## config.mk

```make
export PLATFORM = sky130hd
export DESIGN_NAME = clk_div_detect
export DESIGN_NICKNAME = d
export VERILOG_FILES = /design/src/rtl/clk_div_detect_pkg.sv /design/src/rtl/clk_div_detect_sync.sv /design/src/rtl/clk_div_detect.sv
export SDC_FILE = /design/constraint.sdc
export NUM_CORES = 1
export LEC_CHECK = 0
export BUFFER_PORTS_ARGS = -buffer_cell sky130_fd_sc_hd__buf_4
export CORE_MARGIN = 5
export CORE_UTILIZATION = 51
export DETAILED_ROUTE_END_ITERATION = 8
export GPL_ROUTABILITY_DRIVEN = 0
export GPL_TIMING_DRIVEN = 0
export PLACE_DENSITY = 0.7
export SLEW_MARGIN = 10
export SYNTH_ARGS = -nofsm -noshare
export SYNTH_HDL_FRONTEND = slang
export SYNTH_HIERARCHICAL = 1
export SYNTH_SLANG_ARGS = --single-unit
```

## constraint.sdc

```tcl
create_clock -name clk_in -period 3.4 [get_ports clk_in]
set_input_delay 0.34 -clock clk_in [delete_from_list [all_inputs] [get_ports clk_in]]
set_output_delay 0.34 -clock clk_in [all_outputs]
set_load 0.05 [all_outputs]
```

## src/rtl/clk_div_detect_pkg.sv

```systemverilog
// clk_div_detect_pkg: shared definitions for the divided-clock detector.
// Holds the FSM state encoding, the ERR_CODE values, the timeout and
// maximum-divisor limits, and a small range-check helper.
package clk_div_detect_pkg;

  typedef enum logic [2:0] {
    ST_IDLE      = 3'd0,
    ST_WAIT_EDGE = 3'd1,
    ST_MEASURE   = 3'd2,
    ST_CONFIRM   = 3'd3,
    ST_LOCK      = 3'd4
  } state_t;

  localparam logic [1:0] ERR_NONE     = 2'b00;
  localparam logic [1:0] ERR_RANGE    = 2'b01;
  localparam logic [1:0] ERR_MISMATCH = 2'b10;
  localparam logic [1:0] ERR_TIMEOUT  = 2'b11;

  localparam int TIMEOUT = 7;
  localparam int MAX_DIV = 3;

  localparam int CNT_W = 4;

  // A measured half-period is usable only if it fits the 2-bit divisor.
  function automatic logic in_range(input logic [CNT_W-1:0] m);
    return m <= CNT_W'(MAX_DIV);
  endfunction

endpackage

```

## src/rtl/clk_div_detect_sync.sv

```systemverilog
// sync_edge_det: brings an asynchronous bit into the clk domain and flags
// transitions of either polarity.
//   clk        : sampling clock (rising edge)
//   rst_n      : synchronous active-low reset
//   async_in   : asynchronous input bit
//   level      : synchronized level (third stage)
//   edge_pulse : registered one-cycle pulse, high the cycle after the last
//                two stages differed
module sync_edge_det (
  input  logic clk,
  input  logic rst_n,
  input  logic async_in,
  output logic level,
  output logic edge_pulse
);

  localparam int STAGES = 3;

  // [0],[1] are the metastability chain, [2] is the history stage.
  logic [STAGES-1:0] sync_q, sync_d;
  logic              edge_q, edge_d;

  always_comb begin
    sync_d = {sync_q[STAGES-2:0], async_in};
    edge_d = sync_q[1] ^ sync_q[2];
  end

  always_ff @(posedge clk) begin
    if (!rst_n) begin
      sync_q <= '0;
      edge_q <= 1'b0;
    end else begin
      sync_q <= sync_d;
      edge_q <= edge_d;
    end
  end

  assign level      = sync_q[2];
  assign edge_pulse = edge_q;

endmodule

```

## src/rtl/clk_div_detect.sv

```systemverilog
// clk_div_detect: recovers the divisor of a divided clock and reports
// lock / fault status.
//   clk_in   : system clock, all logic on rising edge
//   rst_n    : synchronous active-low reset
//   en       : measurement enable, low forces IDLE
//   div_clk  : divided clock under test (asynchronous)
//   divisor  : recovered divisor d (div_clk toggles every d+1 cycles),
//              meaningful while locked=1, holds last locked value otherwise
//   locked   : high while the measurement is stable
//   err      : one-cycle fault pulse
//   err_code : fault cause while err=1 (01 range, 10 mismatch, 11 timeout)
module clk_div_detect
  import clk_div_detect_pkg::*;
(
  input  logic       clk_in,
  input  logic       rst_n,
  input  logic       en,
  input  logic       div_clk,
  output logic [1:0] divisor,
  output logic       locked,
  output logic       err,
  output logic [1:0] err_code
);

  logic div_edge;

  sync_edge_det u_sync (
    .clk        (clk_in),
    .rst_n      (rst_n),
    .async_in   (div_clk),
    .level      (),
    .edge_pulse (div_edge)
  );

  state_t           state_q, state_d;
  logic [CNT_W-1:0] cnt_q, cnt_d;
  logic [1:0]       cand_q, cand_d;
  logic [1:0]       div_q, div_d;
  logic             locked_q, locked_d;
  logic             err_q, err_d;
  logic [1:0]       code_q, code_d;

  logic             timeout;
  logic             m_ok;

  always_comb begin
    state_d  = state_q;
    cand_d   = cand_q;
    div_d    = div_q;
    locked_d = locked_q;
    err_d    = 1'b0;
    code_d   = ERR_NONE;

    // Half-period counter; on an edge cycle cnt_q is the measurement M.
    if (div_edge)                      cnt_d = '0;
    else if (cnt_q == {CNT_W{1'b1}})   cnt_d = cnt_q;
    else                               cnt_d = cnt_q + 1'b1;

    m_ok = in_range(cnt_q);
    // cnt keeps counting past TIMEOUT and WAIT_EDGE ignores it, so this
    // fires only once per stall.
    timeout = !div_edge && (cnt_q == CNT_W'(TIMEOUT));

    if (!en) begin
      state_d  = ST_IDLE;
      locked_d = 1'b0;
    end else begin
      case (state_q)
        ST_IDLE: state_d = ST_WAIT_EDGE;

        ST_WAIT_EDGE: if (div_edge) state_d = ST_MEASURE;

        ST_MEASURE: begin
          if (div_edge) begin
            if (m_ok) begin
              cand_d  = cnt_q[1:0];
              state_d = ST_CONFIRM;
            end else begin
              err_d  = 1'b1;
              code_d = ERR_RANGE;
            end
          end
        end

        ST_CONFIRM: begin
          if (div_edge) begin
            if (m_ok && cnt_q[1:0] == cand_q) begin
              state_d  = ST_LOCK;
              div_d    = cnt_q[1:0];
              locked_d = 1'b1;
            end else if (m_ok) begin
              cand_d = cnt_q[1:0];
            end else begin
              err_d   = 1'b1;
              code_d  = ERR_RANGE;
              state_d = ST_MEASURE;
            end
          end
        end

        ST_LOCK: begin
          if (div_edge) begin
            if (m_ok && cnt_q[1:0] == div_q) begin
              state_d = ST_LOCK;
            end else if (m_ok) begin
              err_d    = 1'b1;
              code_d   = ERR_MISMATCH;
              locked_d = 1'b0;
              cand_d   = cnt_q[1:0];
              state_d  = ST_CONFIRM;
            end else begin
              err_d    = 1'b1;
              code_d   = ERR_RANGE;
              locked_d = 1'b0;
              state_d  = ST_MEASURE;
            end
          end
        end

        default: state_d = ST_IDLE;
      endcase

      if (timeout && (state_q == ST_MEASURE || state_q == ST_CONFIRM ||
                      state_q == ST_LOCK)) begin
        err_d    = 1'b1;
        code_d   = ERR_TIMEOUT;
        locked_d = 1'b0;
        state_d  = ST_WAIT_EDGE;
      end
    end
  end

  always_ff @(posedge clk_in) begin
    if (!rst_n) begin
      state_q  <= ST_IDLE;
      cnt_q    <= '0;
      cand_q   <= '0;
      div_q    <= '0;
      locked_q <= 1'b0;
      err_q    <= 1'b0;
      code_q   <= ERR_NONE;
    end else begin
      state_q  <= state_d;
      cnt_q    <= cnt_d;
      cand_q   <= cand_d;
      div_q    <= div_d;
      locked_q <= locked_d;
      err_q    <= err_d;
      code_q   <= code_d;
    end
  end

  assign divisor  = div_q;
  assign locked   = locked_q;
  assign err      = err_q;
  assign err_code = code_q;

endmodule

```

==> summary.md <==
The run finished with clean final reports. The most crowded layer after global routing was met2. The die area came out at 2940 um2. The synthesized design spends more area on one cell type than any other, namely sky130_fd_sc_hd__dfxtp_1. STA puts the critical path data required time at 3590 ps. The run gives 0 as the total of max-cap violations. The logs give 1 for the total number of H-tree levels and 0.623 GHz for the fmax. Total power for the finished layout comes to 0.000403 W.

The post-synthesis sequential area ratio is 0.381. The critical path is of the reg -> reg type. The multi-input combinational cells in the finished layout cover a total of 573 um2. TritonCTS built the clock tree. The HPWL after detailed placement is 1.54 mm. The count of input and output buffers is 9. The top cell type's share of synthesized area was 0.381. The worst setup path is captured at a flop.

For this run, the slowest stage of the critical path takes 350 ps. The pin count of the biggest net entering global routing was 12; the data arrival time of the critical path was 1800 ps. CTS saw 19 sinks. For the number of nets in the finished design, the log shows 134. The logs give 0.259 for the met2 usage and 36 for the unique cell type count in the Yosys netlist. The clock tree skew after final layout is 0.813 ps, and the maximum resistive drop on vdd is 314 uV. The logs give 824 for the number of global-route vias before repair and 874 for the total via count in the routed design. The synthesized design contains 0 enable-type register cells.

The post-layout minimum cycle time works out to 1600 ps. The area added between synthesis and finish was 12.9%; the number of fill cells in the layout was 196. In this run the critical register-to-register path is captured at state_q[1].

Post-route clock period utilization: 0.472. The startpoint of the lowest-slack register-to-register path was cnt_q[0]. The buffers inserted during post-CTS setup optimization is 0, and the post-synthesis cell area is 997 um2. The remaining global-route overflow is 0.

The top cell types in the final layout, fill and taps aside, are sky130_fd_sc_hd__dfxtp_1, sky130_fd_sc_hd__nand2_1, sky130_fd_sc_hd__buf_4. The hold-critical path depth came out at 2. For the net count after synthesis, the log shows 120. Sorting the synthesized cells by area gives the leading types as sky130_fd_sc_hd__dfxtp_1, sky130_fd_sc_hd__mux2i_1, sky130_fd_sc_hd__xnor2_1, sky130_fd_sc_hd__a21oi_1, sky130_fd_sc_hd__nand2_1. The share of async-settable or async-resettable flops after synthesis came out at 0. The tools report the startpoint kind of the worst setup timing path as a flop. The initial standard-cell utilization of the core was 0.519. The longest clock path from root to sink contains 2 buffers. After detailed routing, the average wire length per cell comes to 13.1 um. The analysis attributes to cell leakage a power of 0.426 nW. Counting flops and latches in the post-synthesis netlist gives 19.

The clock transition time at the flip-flop clock pins of the worst setup and hold paths came out at 110 ps. The library cell used most frequently in the layout, excluding fill and tap cells, is sky130_fd_sc_hd__dfxtp_1. The run gives 3 as the total clock buffers created by CTS. The floorplan core area was 1920 um2. The logs give 0 for the max-slew violation total from the final report and 3.53 mm for the wire length of the first global-routing pass.

The tightest min-delay check is of the in -> reg type. The normalized max-slew margin was 0.697. Dividing total power by cell area gives a power density of 358 nW/um2. Post-CTS repair changed the size of 0 cells.

In this run the clock root is driven by a sky130_fd_sc_hd__clkbuf_4. The die span in y came out at 54.2 um. Synthesis handed over a netlist of 115 instances.

Count of yosys warnings during synthesis: 6. The floorplan step set the die width to 54.2 um. Along the worst path, the maximum fanout reaches 5. The routed wire length was 2.04 mm; the global-route total usage across every layer was 0.164. In the final layout, flip-flops and latches occupy 380 um2. The number of antenna diodes in the final layout is 0. For this design, the CTS-stage hold fixing added 0 buffers. The run gives 0 as the final count of hold timing violations. The initialized floorplan defines 16 standard-cell rows. Once detail routing completed, the nets flagged for antenna violations numbered 0.

Among all flip-flop cells after synthesis, the most frequent one is sky130_fd_sc_hd__dfxtp_1. Final-report setup violation count: 0. Setup repair after global routing left no endpoint under its margin. The critical-path cell with the highest stage delay is sky130_fd_sc_hd__dfxtp_1.

In this run, the number of DRC markers left after iteration 0 of detailed routing was 21. Slew at the pin with the worst max-slew slack: 453 ps. The startpoint of the most critical hold path was div_clk. For this run, the detailed router's first-pass iteration total came to 4.

Each instance of the synthesized netlist takes up on average 8.67 um2. Traced cell by cell, the critical path runs through clkbuf_1 -> xnor2_1 -> nand3_1 -> o31a_1 -> o221a_2. The initial antenna violation count is 0, and the vias per cell is 5.64.

Clock latency on the worst-skew pair: 290 ps. Adding up every negative setup slack in the final design gives 0 ps. The met1 capacity usage during global routing is 0.218.

For this design the top-level I/O count stands at 10. The tools report the fraction of met3 tracks used by global routing as 0.0354. The post-route DRC violation count is 0. The number of cells on the worst reg-to-reg path works out to 5. For hold timing, the worst endpoint is u_sync/sync_q[0]. The proportion of layout cells with a drive suffix above 1 was 0.180. The most critical setup path has its startpoint at cnt_q[0]. The run gives 1800 ps as the register-to-register path setup slack.
-- sequential cells by signal, summed over array words and instances (netlist names) --
name,cells
state_q,3
u_sync/edge_pulse,1
err_code,2
err,1
u_sync/sync_q,3
divisor,2
cnt_q,4
locked,1
cand_q,2
-- metrics by stage --
stage / setup WS [ps] / util / hold slack [ps] / area, um2 / instances
floorplan: 1850 / - / 406 / 997 / 115
detailed placement: 1810 / 0.572 / 423 / 1100 / 151
global placement: 1840 / 0.572 / 413 / 1100 / 151
CTS: 1790 / 0.586 / 241 / 1130 / 155
global route: 1610 / 0.586 / 256 / 1130 / 155
finish: 1800 / 0.586 / 262 / 1130 / 155
-- worst max-delay path, delay by kind of cell, from the launching register on --
kind,cells,cell delay [ps]
AND/OR/NAND/NOR,1,180
flip-flops,1,350
AO/OA/AOI/OAI,2,540
XOR/XNOR,1,200
buffers and inverters,1,250
-- cells in the mapped netlist, types with 2 or more instances --
| library cell | number |
|---|---|
| sky130_fd_sc_hd__nand2b_1 | 3 |
| sky130_fd_sc_hd__mux2i_1 | 6 |
| sky130_fd_sc_hd__clkbuf_1 | 5 |
| sky130_fd_sc_hd__nor3_1 | 4 |
| sky130_fd_sc_hd__buf_2 | 2 |
| sky130_fd_sc_hd__a21oi_1 | 7 |
| sky130_fd_sc_hd__xnor2_1 | 5 |
| sky130_fd_sc_hd__inv_1 | 4 |
| sky130_fd_sc_hd__o22ai_1 | 2 |
| sky130_fd_sc_hd__o21ai_0 | 5 |
| sky130_fd_sc_hd__a211oi_1 | 4 |
| sky130_fd_sc_hd__nand2_1 | 9 |
| sky130_fd_sc_hd__and2_1 | 5 |
| sky130_fd_sc_hd__dfxtp_1 | 19 |
| sky130_fd_sc_hd__a31oi_1 | 3 |
| sky130_fd_sc_hd__nand3_1 | 4 |
| sky130_fd_sc_hd__or3b_1 | 2 |
| sky130_fd_sc_hd__nor2_1 | 8 |
-- final cells by class --
type | count | area share
Inverter | 4 | 0.0133
Clock inverter | 1 | 0.00444
Clock buffer | 3 | 0.0200
Multi-Input combinational cell | 85 | 0.509
Buffer | 7 | 0.0256
Tap cell | 27 | 0.0300
Timing Repair Buffer | 9 | 0.0600
Sequential cell | 19 | 0.338
-- power by group --
part / internal (W) / switching (W) / leakage, nW
sequential: 0.000229 / 0.00000603 / 0.155
combinational: 0.0000236 / 0.0000330 / 0.253
clock: 0.0000437 / 0.0000683 / 0.0177
total: 0.000296 / 0.000107 / 0.426
-- cells by family (layout without fill, tap and decap cells) --
group	after synthesis	count (layout)	synth area share
XOR/XNOR	6	6	0.0527
AND/OR/NAND/NOR	42	42	0.236
adder cells (fa/ha/maj)	1	1	0.0125
multiplexers	6	6	0.0602
buffers and inverters	11	24	0.0439
flip-flops	19	19	0.381
AO/OA/AOI/OAI	30	30	0.213
-- metal layers --
layer  share of wire  up-vias
met5               0        -
li1                -      438
met1            0.49      414
met4           0.017        0
met3           0.038        4
met2            0.46       18
-- worst max-delay path by stage --
stage | to | slack [ps] | cells past startpoint
3_5_place_dp | state_q[1] | 1810 | 5
2_1_floorplan | state_q[2] | 1850 | 4
3_3_place_gp | state_q[1] | 1840 | 5
6_report | state_q[1] | 1800 | 5
5_1_grt | locked | 1610 | 5
4_1_cts | state_q[1] | 1790 | 5
Note: power is estimated with default switching activity, not from simulation.
